### src/rtl/dmem_mmio_responder_if.sv
// ---------------------------------------------------------------------------
// dmem_mmio_responder_if
// Bus bundle between the core's data port (master) and the data-memory /
// MMIO responder (slave). Also carries the console byte stream and the
// TOHOST completion outputs so a single handle reaches the responder.
//
// Signals:
//   MemWrite      master->slave  store strobe
//   DataAdr[31:0] master->slave  byte address
//   WriteData     master->slave  store data
//   ReadData      slave->master  load data (combinational from DataAdr)
//   ConsoleValid  slave->master  console FIFO head byte available
//   ConsoleData   slave->master  console FIFO head byte
//   ConsoleReady  master->slave  sink accepts the head byte
//   Done/Pass     slave->master  TOHOST completion flags
//   ExitCode      slave->master  data of the first TOHOST write
// ---------------------------------------------------------------------------
interface dmem_mmio_responder_if;
   logic        MemWrite;
   logic [31:0] DataAdr;
   logic [31:0] WriteData;
   logic [31:0] ReadData;
   logic        ConsoleValid;
   logic [7:0]  ConsoleData;
   logic        ConsoleReady;
   logic        Done;
   logic        Pass;
   logic [31:0] ExitCode;

   modport master (
      output MemWrite, DataAdr, WriteData, ConsoleReady,
      input  ReadData, ConsoleValid, ConsoleData, Done, Pass, ExitCode
   );

   modport slave (
      input  MemWrite, DataAdr, WriteData, ConsoleReady,
      output ReadData, ConsoleValid, ConsoleData, Done, Pass, ExitCode
   );
endinterface

### src/rtl/dmem_mmio_responder.sv
// ---------------------------------------------------------------------------
// dmem_mmio_responder
// Data-side memory responder: word-addressed data RAM plus an MMIO window
// holding a byte console FIFO (drained over valid/ready) and a TOHOST
// register that latches end-of-test and pass/fail.
//
// Ports:
//   clk    rising-edge clock for all state
//   reset  synchronous, active-high
//   bus    dmem_mmio_responder_if.slave (store/load port, console stream,
//          Done/Pass/ExitCode)
//
// Memory map (bits [1:0] ignored everywhere):
//   0 .. RAM_WORDS*4-1   data RAM (not cleared by reset)
//   MMIO_BASE+0          CONSOLE  write pushes WriteData[7:0], reads 0
//   MMIO_BASE+4          STATUS   {Done, overflow, empty, full, count[7:0]}
//   MMIO_BASE+8          TOHOST   first write latches, reads ExitCode
//   anything else        reads 0, writes ignored
//
// Build option: define DMEM_MMIO_CONSOLE_EN to include the console FIFO.
// Without it, CONSOLE writes are ignored, the stream is idle and STATUS
// reports a permanently empty FIFO.
// ---------------------------------------------------------------------------
module dmem_mmio_responder #(
   parameter int unsigned RAM_WORDS  = 64,
   parameter int unsigned FIFO_DEPTH = 8,
   parameter logic [31:0] MMIO_BASE  = 32'hFFFF_0000
) (
   input logic                  clk,
   input logic                  reset,
   dmem_mmio_responder_if.slave bus
);

   localparam int unsigned RAM_AW    = (RAM_WORDS > 1) ? $clog2(RAM_WORDS) : 1;
   localparam logic [32:0] RAM_BYTES = 33'(RAM_WORDS) << 2;
   localparam logic [31:0] CONS_ADR  = MMIO_BASE;
   localparam logic [31:0] STAT_ADR  = MMIO_BASE + 32'd4;
   localparam logic [31:0] HOST_ADR  = MMIO_BASE + 32'd8;

   // ---------------- address decode ----------------
   logic sel_ram, sel_cons, sel_stat, sel_host;
   logic [RAM_AW-1:0] ram_idx;

   // RAM_BYTES is a multiple of 4, so the byte-level compare already
   // ignores bits [1:0].
   assign sel_ram  = {1'b0, bus.DataAdr} < RAM_BYTES;
   assign sel_cons = bus.DataAdr[31:2] == CONS_ADR[31:2];
   assign sel_stat = bus.DataAdr[31:2] == STAT_ADR[31:2];
   assign sel_host = bus.DataAdr[31:2] == HOST_ADR[31:2];
   assign ram_idx  = bus.DataAdr[RAM_AW+1:2];

   // ---------------- data RAM ----------------
   logic [31:0] ram_q [RAM_WORDS];

   // Reset blocks the write so a store in the reset cycle is lost, but the
   // contents themselves survive reset.
   always_ff @(posedge clk) begin
      if (!reset && bus.MemWrite && sel_ram) begin
         ram_q[ram_idx] <= bus.WriteData;
      end
   end

   // ---------------- TOHOST ----------------
   logic        done_q, done_d;
   logic        pass_q, pass_d;
   logic [31:0] exit_q, exit_d;

   always_comb begin
      done_d = done_q;
      pass_d = pass_q;
      exit_d = exit_q;
      // Only the first write after reset is captured.
      if (bus.MemWrite && sel_host && !done_q) begin
         done_d = 1'b1;
         pass_d = (bus.WriteData == 32'd0);
         exit_d = bus.WriteData;
      end
   end

   always_ff @(posedge clk) begin
      if (reset) begin
         done_q <= 1'b0;
         pass_q <= 1'b0;
         exit_q <= 32'd0;
      end else begin
         done_q <= done_d;
         pass_q <= pass_d;
         exit_q <= exit_d;
      end
   end

   assign bus.Done     = done_q;
   assign bus.Pass     = pass_q;
   assign bus.ExitCode = exit_q;

   // ---------------- console FIFO ----------------
   logic [31:0] status;

`ifdef DMEM_MMIO_CONSOLE_EN
   localparam int unsigned PW = (FIFO_DEPTH > 1) ? $clog2(FIFO_DEPTH) : 1;
   localparam int unsigned CW = $clog2(FIFO_DEPTH + 1);

   logic [7:0]    fifo_q [FIFO_DEPTH];
   logic [PW-1:0] wptr_q, wptr_d;
   logic [PW-1:0] rptr_q, rptr_d;
   logic [CW-1:0] count_q, count_d;
   logic          ovf_q, ovf_d;
   logic          push_req, do_push, do_pop;

   always_comb begin
      push_req = bus.MemWrite && sel_cons;
      do_pop   = (count_q != '0) && bus.ConsoleReady;
      // A same-cycle pop frees the slot, so a push into a full FIFO is
      // still accepted then.
      do_push  = push_req && ((count_q != CW'(FIFO_DEPTH)) || do_pop);
      wptr_d   = wptr_q;
      rptr_d   = rptr_q;
      count_d  = count_q;
      ovf_d    = ovf_q;
      if (do_push) begin
         wptr_d = (wptr_q == PW'(FIFO_DEPTH - 1)) ? '0 : wptr_q + PW'(1);
      end
      if (do_pop) begin
         rptr_d = (rptr_q == PW'(FIFO_DEPTH - 1)) ? '0 : rptr_q + PW'(1);
      end
      if (do_push && !do_pop) begin
         count_d = count_q + CW'(1);
      end else if (!do_push && do_pop) begin
         count_d = count_q - CW'(1);
      end
      if (push_req && !do_push) begin
         ovf_d = 1'b1;
      end
   end

   always_ff @(posedge clk) begin
      if (reset) begin
         wptr_q  <= '0;
         rptr_q  <= '0;
         count_q <= '0;
         ovf_q   <= 1'b0;
      end else begin
         wptr_q  <= wptr_d;
         rptr_q  <= rptr_d;
         count_q <= count_d;
         ovf_q   <= ovf_d;
      end
   end

   // Storage is cleared on reset so ConsoleData reads 0 afterwards.
   always_ff @(posedge clk) begin
      if (reset) begin
         for (int i = 0; i < int'(FIFO_DEPTH); i++) begin
            fifo_q[i] <= 8'd0;
         end
      end else if (do_push) begin
         fifo_q[wptr_q] <= bus.WriteData[7:0];
      end
   end

   assign bus.ConsoleValid = (count_q != '0);
   assign bus.ConsoleData  = fifo_q[rptr_q];
   assign status = {20'd0, done_q, ovf_q, (count_q == '0),
                    (count_q == CW'(FIFO_DEPTH)), 8'(count_q)};
`else
   logic unused_cons;
   assign unused_cons      = &{1'b0, bus.ConsoleReady, 8'(FIFO_DEPTH)};
   assign bus.ConsoleValid = 1'b0;
   assign bus.ConsoleData  = 8'd0;
   assign status = {20'd0, done_q, 1'b0, 1'b1, 1'b0, 8'd0};
`endif

   // ---------------- load mux ----------------
   logic [31:0] rdata;

   always_comb begin
      rdata = 32'd0;
      if (sel_ram) begin
         rdata = ram_q[ram_idx];
      end else if (sel_stat) begin
         rdata = status;
      end else if (sel_host) begin
         rdata = exit_q;
      end
   end

   assign bus.ReadData = rdata;

endmodule
### src/flat_wrapper.sv
// flat-port wrapper written by rule: the top's interface ports become plain ports
module dmem_mmio_responder_flat 
#(
   parameter int unsigned RAM_WORDS  = 64,
   parameter int unsigned FIFO_DEPTH = 8,
   parameter logic [31:0] MMIO_BASE  = 32'hFFFF_0000
)
  (clk, reset, bus_MemWrite, bus_DataAdr, bus_WriteData, bus_ConsoleReady, bus_ReadData, bus_ConsoleValid, bus_ConsoleData, bus_Done, bus_Pass, bus_ExitCode);
  dmem_mmio_responder_if bus_i ();
  input logic clk;
  input logic reset;
  input wire logic [$bits(bus_i.MemWrite)-1:0] bus_MemWrite;
  input wire logic [$bits(bus_i.DataAdr)-1:0] bus_DataAdr;
  input wire logic [$bits(bus_i.WriteData)-1:0] bus_WriteData;
  input wire logic [$bits(bus_i.ConsoleReady)-1:0] bus_ConsoleReady;
  output wire logic [$bits(bus_i.ReadData)-1:0] bus_ReadData;
  output wire logic [$bits(bus_i.ConsoleValid)-1:0] bus_ConsoleValid;
  output wire logic [$bits(bus_i.ConsoleData)-1:0] bus_ConsoleData;
  output wire logic [$bits(bus_i.Done)-1:0] bus_Done;
  output wire logic [$bits(bus_i.Pass)-1:0] bus_Pass;
  output wire logic [$bits(bus_i.ExitCode)-1:0] bus_ExitCode;
  assign bus_i.MemWrite = bus_MemWrite;
  assign bus_i.DataAdr = bus_DataAdr;
  assign bus_i.WriteData = bus_WriteData;
  assign bus_i.ConsoleReady = bus_ConsoleReady;
  assign bus_ReadData = bus_i.ReadData;
  assign bus_ConsoleValid = bus_i.ConsoleValid;
  assign bus_ConsoleData = bus_i.ConsoleData;
  assign bus_Done = bus_i.Done;
  assign bus_Pass = bus_i.Pass;
  assign bus_ExitCode = bus_i.ExitCode;
  dmem_mmio_responder #(.RAM_WORDS(RAM_WORDS), .FIFO_DEPTH(FIFO_DEPTH), .MMIO_BASE(MMIO_BASE)) u_core (.clk(clk), .reset(reset), .bus(bus_i));
endmodule
### config.mk
export PLATFORM = sky130hd
export DESIGN_NAME = dmem_mmio_responder_flat
export DESIGN_NICKNAME = d
export VERILOG_FILES = /design/src/rtl/dmem_mmio_responder_if.sv /design/src/rtl/dmem_mmio_responder.sv /design/src/flat_wrapper.sv
export SDC_FILE = /design/constraint.sdc
export NUM_CORES = 2
export LEC_CHECK = 0
export ABC_AREA = 1
export BUFFER_PORTS_ARGS = -buffer_cell sky130_fd_sc_hd__buf_2
export CORE_ASPECT_RATIO = 1.5
export CORE_MARGIN = 2
export CORE_UTILIZATION = 55
export DETAILED_ROUTE_END_ITERATION = 7
export PLACE_DENSITY = 0.67
export SLEW_MARGIN = 20
export SYNTH_ARGS = -nofsm -noshare
export SYNTH_HDL_FRONTEND = slang
export SYNTH_SLANG_ARGS = --single-unit
### constraint.sdc
create_clock -name clk -period 13.7 [get_ports clk]
set_clock_uncertainty 0.15 [all_clocks]
set_input_delay 2.74 -clock clk [delete_from_list [all_inputs] [get_ports clk]]
set_output_delay 2.74 -clock clk [all_outputs]
set_load 0.02 [all_outputs]
## Word level (Yosys, flattened, before mapping)

Memories as Yosys holds them, arrays and structs flattened.
Cells that the tools add are included.

- Order comparisons: 1
- Eq/ne operators: 2
- Mux-type cells: 5
- Reduce and logical (&&, ||, !) cells: 7

Operator list:

| cell | count |
|---|---|
| $mux W32 | 3 |
| $eq A30 B30 Y1 const B | 2 |
| $logic_not A32 Y1 | 1 |
| $lt A32 B9 Y1 const B | 1 |
| $logic_and A1 B1 Y1 | 4 |
| $logic_not A1 Y1 | 2 |
| $mux W1 | 2 |

- Bits in registers: 34
- Bits in writable memories: 2,048
- Bits of input ports: 68
- Output and inout port bits: 75
- Memories: 1

Memory list:

| memory | words | width | rd ports | clocked after Yosys merged registers in | write ports | line | source |
|---|---|---|---|---|---|---|---|
| u_core.ram_q | 64 | 32 | 1 | 0 | 1 | dmem_mmio_responder.sv:53 | `logic [31:0] ram_q [RAM_WORDS];` |

## Longest topological paths before layout

- Depth in word-level cells: 5
- Gate-level depth with buffers: 14

## Worst setup path after synthesis

Ideal clock, no wire load.

- Kind: input -> output
- Start: in bus_DataAdr[2]
- End: out bus_ReadData[21]
- Arrival: 4.103 ns
- Setup slack: 6.707 ns
- Cell stages on the path: 11
- Cell sequence: buf_4 inv_4 buf_4 buf_4 nand2_1 nor2_1 nand3_1 clkbuf_1 o21ai_0 nand2_1 inv_1

- Word-level cells in the longest chain between the ends: 4
- Elaborated cells on any way between the ends: 7
- Those cells by class: order compare: 1; eq/ne: 2; mux: 3; memory: 1

Ends and longest elaborated chain:

| element | line | source |
|---|---|---|
| from (decl) | flat_wrapper.sv:13 | `input wire logic [$bits(bus_i.DataAdr)-1:0] bus_DataAdr;` |
| branches (longest 3 deep; another with $lt A32 B9 Y1) | n/a |  |
| $mux W32 (*) | dmem_mmio_responder.sv:178 | `if (sel_ram) begin` |
| to (decl) | flat_wrapper.sv:16 | `output wire logic [$bits(bus_i.ReadData)-1:0] bus_ReadData;` |

Mark *: on every way between the ends.

## Worst setup path after layout

- Start: in bus_DataAdr[2]
- End: out bus_ReadData[26]

Same word-level chain as after synthesis.

==> flow_metrics.tcl <==
set metrics [dict create \
    portBuffers 130 \
    cts_sinks 2082 \
    cp_cell_sequence "buf_8, buf_4, buf_4, nand2_1, nand3_1, nand2_1, o21ai_0, nand2_1, nor2_1, nand3_1, nand2_1, inv_1, buf_2" \
    r2r_slack_ns 11.88 \
    clock_path_buffers 3 \
    hold_class "flip-flop to flip-flop" \
    cts_buffers 180 \
    drc 1 \
    slew_viol_final 0 \
    r2r_end "u_core.bus.ExitCode[9]" \
    final_hold_viol_count 0 \
    critPathCaptureType "output pin" \
    fp-row-count 180 \
    grt_overflow 0 \
    crit_buf_inv 5 \
    maxCapViolations 0 \
    fp.dieW_um 332 \
    irDropWorstVdd_uv 124 \
    wl_per_cell_um 23.6 \
    yosysSeqAreaShare 0.699 \
    crit_family "buffers and inverters" \
    dpl.cell_count 10500 \
    pwr-share-clk 0.389 \
    coreArea_mm2 0.161 \
    period_share 0.713 \
    place.gp.congestion 0.857 \
    synthCells 8464 \
    pre_cts_ws_ns 4.08 \
    synth-seq-cells 2082 \
    cts_tree "done" \
    relSlewSlack 0.228 \
    start_util 0.554 \
    clk_pin_slew_ns 0.07 \
    synth_warnings 0 \
    crit_slowest_cell "o21ai_0" \
    antenna_found_initial 8 \
    drive_gt1_frac 0.0835 \
    violations "DRC" \
    hpwl_um 139000 \
    routed_wirelength_um 254000 \
    status "complete, but fails checks" \
    pwr-share-seq 0.558 \
    crit_cells 13 \
    track_usage 0.305 \
    combPwrFrac 0.052 \
    fin_ws_ns 3.93 \
    p_int_uw 9740 \
    timing.final.crit_period_ns 9.77 \
    grt_max_degree 176 \
    worstMarginPinSlew_ns 1.15 \
    ios 143 \
    p_sw_uw 2780 \
    rsz0062_at_grt "false" \
    dieArea_mm2 0.165 \
    num_vias 59800 \
    first_global_vias 56600 \
    swShare 0.222 \
    critPathMaxStageDelay_ns 0.77 \
    grt_pass1_wl_um 363000 \
    fmax_ghz 0.102 \
    crit_start "bus_DataAdr[2]" \
    ant_nets 0 \
    fillCellCount 12400 \
    crit_required_ns 10.81 \
    worst_ep_arrival_time_ns 6.88 \
    worstReg2RegStart "u_core.bus.Done" \
    post_cts_buffers 0 \
    setup.worst_path.end "bus_ReadData[26]" \
    cts_hold_buffers 0 \
    crit_top_cell "nand2_1" \
    initialDrtViolationCount 6784 \
    htree_num_levels 4 \
    area_growth_pct 9.98 \
    reg2reg_depth 5 \
    finalNonFillerCells 10800 \
    nets 8616 \
    clk_latency_ns 0.83 \
    synth_area_mm2 0.0890 \
    ys_types 25 \
    cts-resized-gates 0 \
    final_area_mm2 0.0979 \
    p_leak_uw 0.0413 \
    root_buffer "clkbuf_16" \
    viasPerCell 5.55 \
    fin_tns_setup_ns 0 \
    crit_type "input pin to output pin" \
    path_max_fanout 88 \
    p_per_area_mw_per_mm2 128 \
    die_h_um 497 \
    first_pass_iters 8 \
    finalSetupViolations 0 \
    p_total_uw 12500 \
    place_area_mm2 0.0924 \
    syn_area_per_cell_um2 10.5 \
    setup.worst_path.start_class "input pin" \
]
-- worst min path at each step --
stage | end | cells past startpoint | start
2_1_floorplan | u_core.bus.Pass | 2 | u_core.bus.Pass
3_3_place_gp | u_core.bus.ExitCode[14] | 2 | u_core.bus.ExitCode[14]
3_5_place_dp | u_core.bus.ExitCode[16] | 2 | u_core.bus.ExitCode[16]
4_1_cts | u_core.bus.ExitCode[16] | 2 | u_core.bus.ExitCode[16]
5_1_grt | u_core.bus.ExitCode[12] | 2 | u_core.bus.ExitCode[12]
6_report | u_core.bus.ExitCode[16] | 2 | u_core.bus.ExitCode[16]
-- metrics by stage --
step / util / hold WS (ns)
floorplan: - / 0.395
global placement: 0.575 / 0.315
detailed placement: 0.575 / 0.315
CTS: 0.609 / 0.325
global route: 0.609 / 0.357
finish: 0.610 / 0.328
-- sequential cells by signal, summed over array words and instances (netlist names) --
| register | cells |
|---|---|
| u_core.bus.Done | 1 |
| u_core.bus.ExitCode | 32 |
| u_core.bus.Pass | 1 |
| u_core.ram_q | 2048 |
-- cell families after synthesis --
group | count (synthesis) | share of synthesized area
simple gates | 3792 | 0.176
other cells | 1 | 0.0000421
flops | 2082 | 0.699
buf+inv | 2077 | 0.0914
compound gates | 512 | 0.0342
-- Yosys cell counts --
library cell,number,share of area
buf_4,20,0.0017
a21oi_1,34,0.0019
dfxtp_1,34,0.0076
nor2_1,524,0.022
inv_2,6,0.00025
edfxtp_1,2048,0.69
or2_2,104,0.0073
buf_2,211,0.012
clkbuf_1,161,0.0068
clkinv_1,5,0.00021
nand2_1,2320,0.098
nand4_1,43,0.0030
o21ai_1,111,0.0062
inv_1,1665,0.070
buf_1,8,0.00034
and2_1,1,0.000070
nor3_1,8,0.00045
nor3_2,3,0.00034
nor2_4,1,0.00013
conb_1,1,0.000042
o211ai_1,192,0.016
o21ai_0,175,0.0098
nor2_2,3,0.00021
inv_4,1,0.000070
nand3_1,785,0.044
-- metal layers --
metal	vias to the layer above	part of all wire	track usage
li1	27400	-	-
met2	2979	0.48	0.510
met3	615	0.086	0.0455
met5	-	0.000035	0
met4	2	0.072	0.199
met1	28800	0.36	0.371
-- worst min-delay path, cell delays in order, from the launching register on --
cell and delay [ns]:
dfxtp_1 0.32, nand2_1 0.06, a21oi_1 0.05
-- layout by cell type, fill, tap and decap left out, types with 2 or more instances in the layout --
cell        count
nand2_1      2319
buf_4         152
dfxtp_1        34
bufinv_16       8
edfxtp_1     2048
conb_1          9
buf_2         129
clkbuf_8        3
inv_16          2
clkbuf_1       37
inv_6          10
o21ai_0       175
clkbuf_16     183
or2_2         104
buf_12         12
nand4_1        43
a21oi_1        34
diode_2         4
clkinv_1       43
clkinvlp_4      8
o211ai_1      192
o21ai_1       111
clkinv_2       27
inv_1        1664
clkinv_8        2
nor3_2          7
nor2_1        461
inv_2           6
nor2_4         66
nor3_1          3
nand3_1       784
-- area by class of cell --
cell class | count | area, um2 | area share
multi-input cells | 4313 | 19200 | 0.197
repair buffers | 294 | 2040 | 0.0209
well taps | 2093 | 2620 | 0.0268
clock inverters | 94 | 718 | 0.00734
inverters | 1677 | 6320 | 0.0645
clock buffers | 223 | 4760 | 0.0486
flip-flops and latches | 2082 | 62200 | 0.635
diodes | 4 | 10.0 | 0.000102
-- power groups by stage --
stage          logic, uW  registers, uW  clock network, uW
2_1_floorplan        330           7130                  0
3_5_place_dp         644           7130                  0
3_3_place_gp         630           7130                  0
4_1_cts              646           6990               4900
6_report             656           6990               4870
5_1_grt              700           6980               5120
Note: power is estimated with default switching activity, not from simulation.
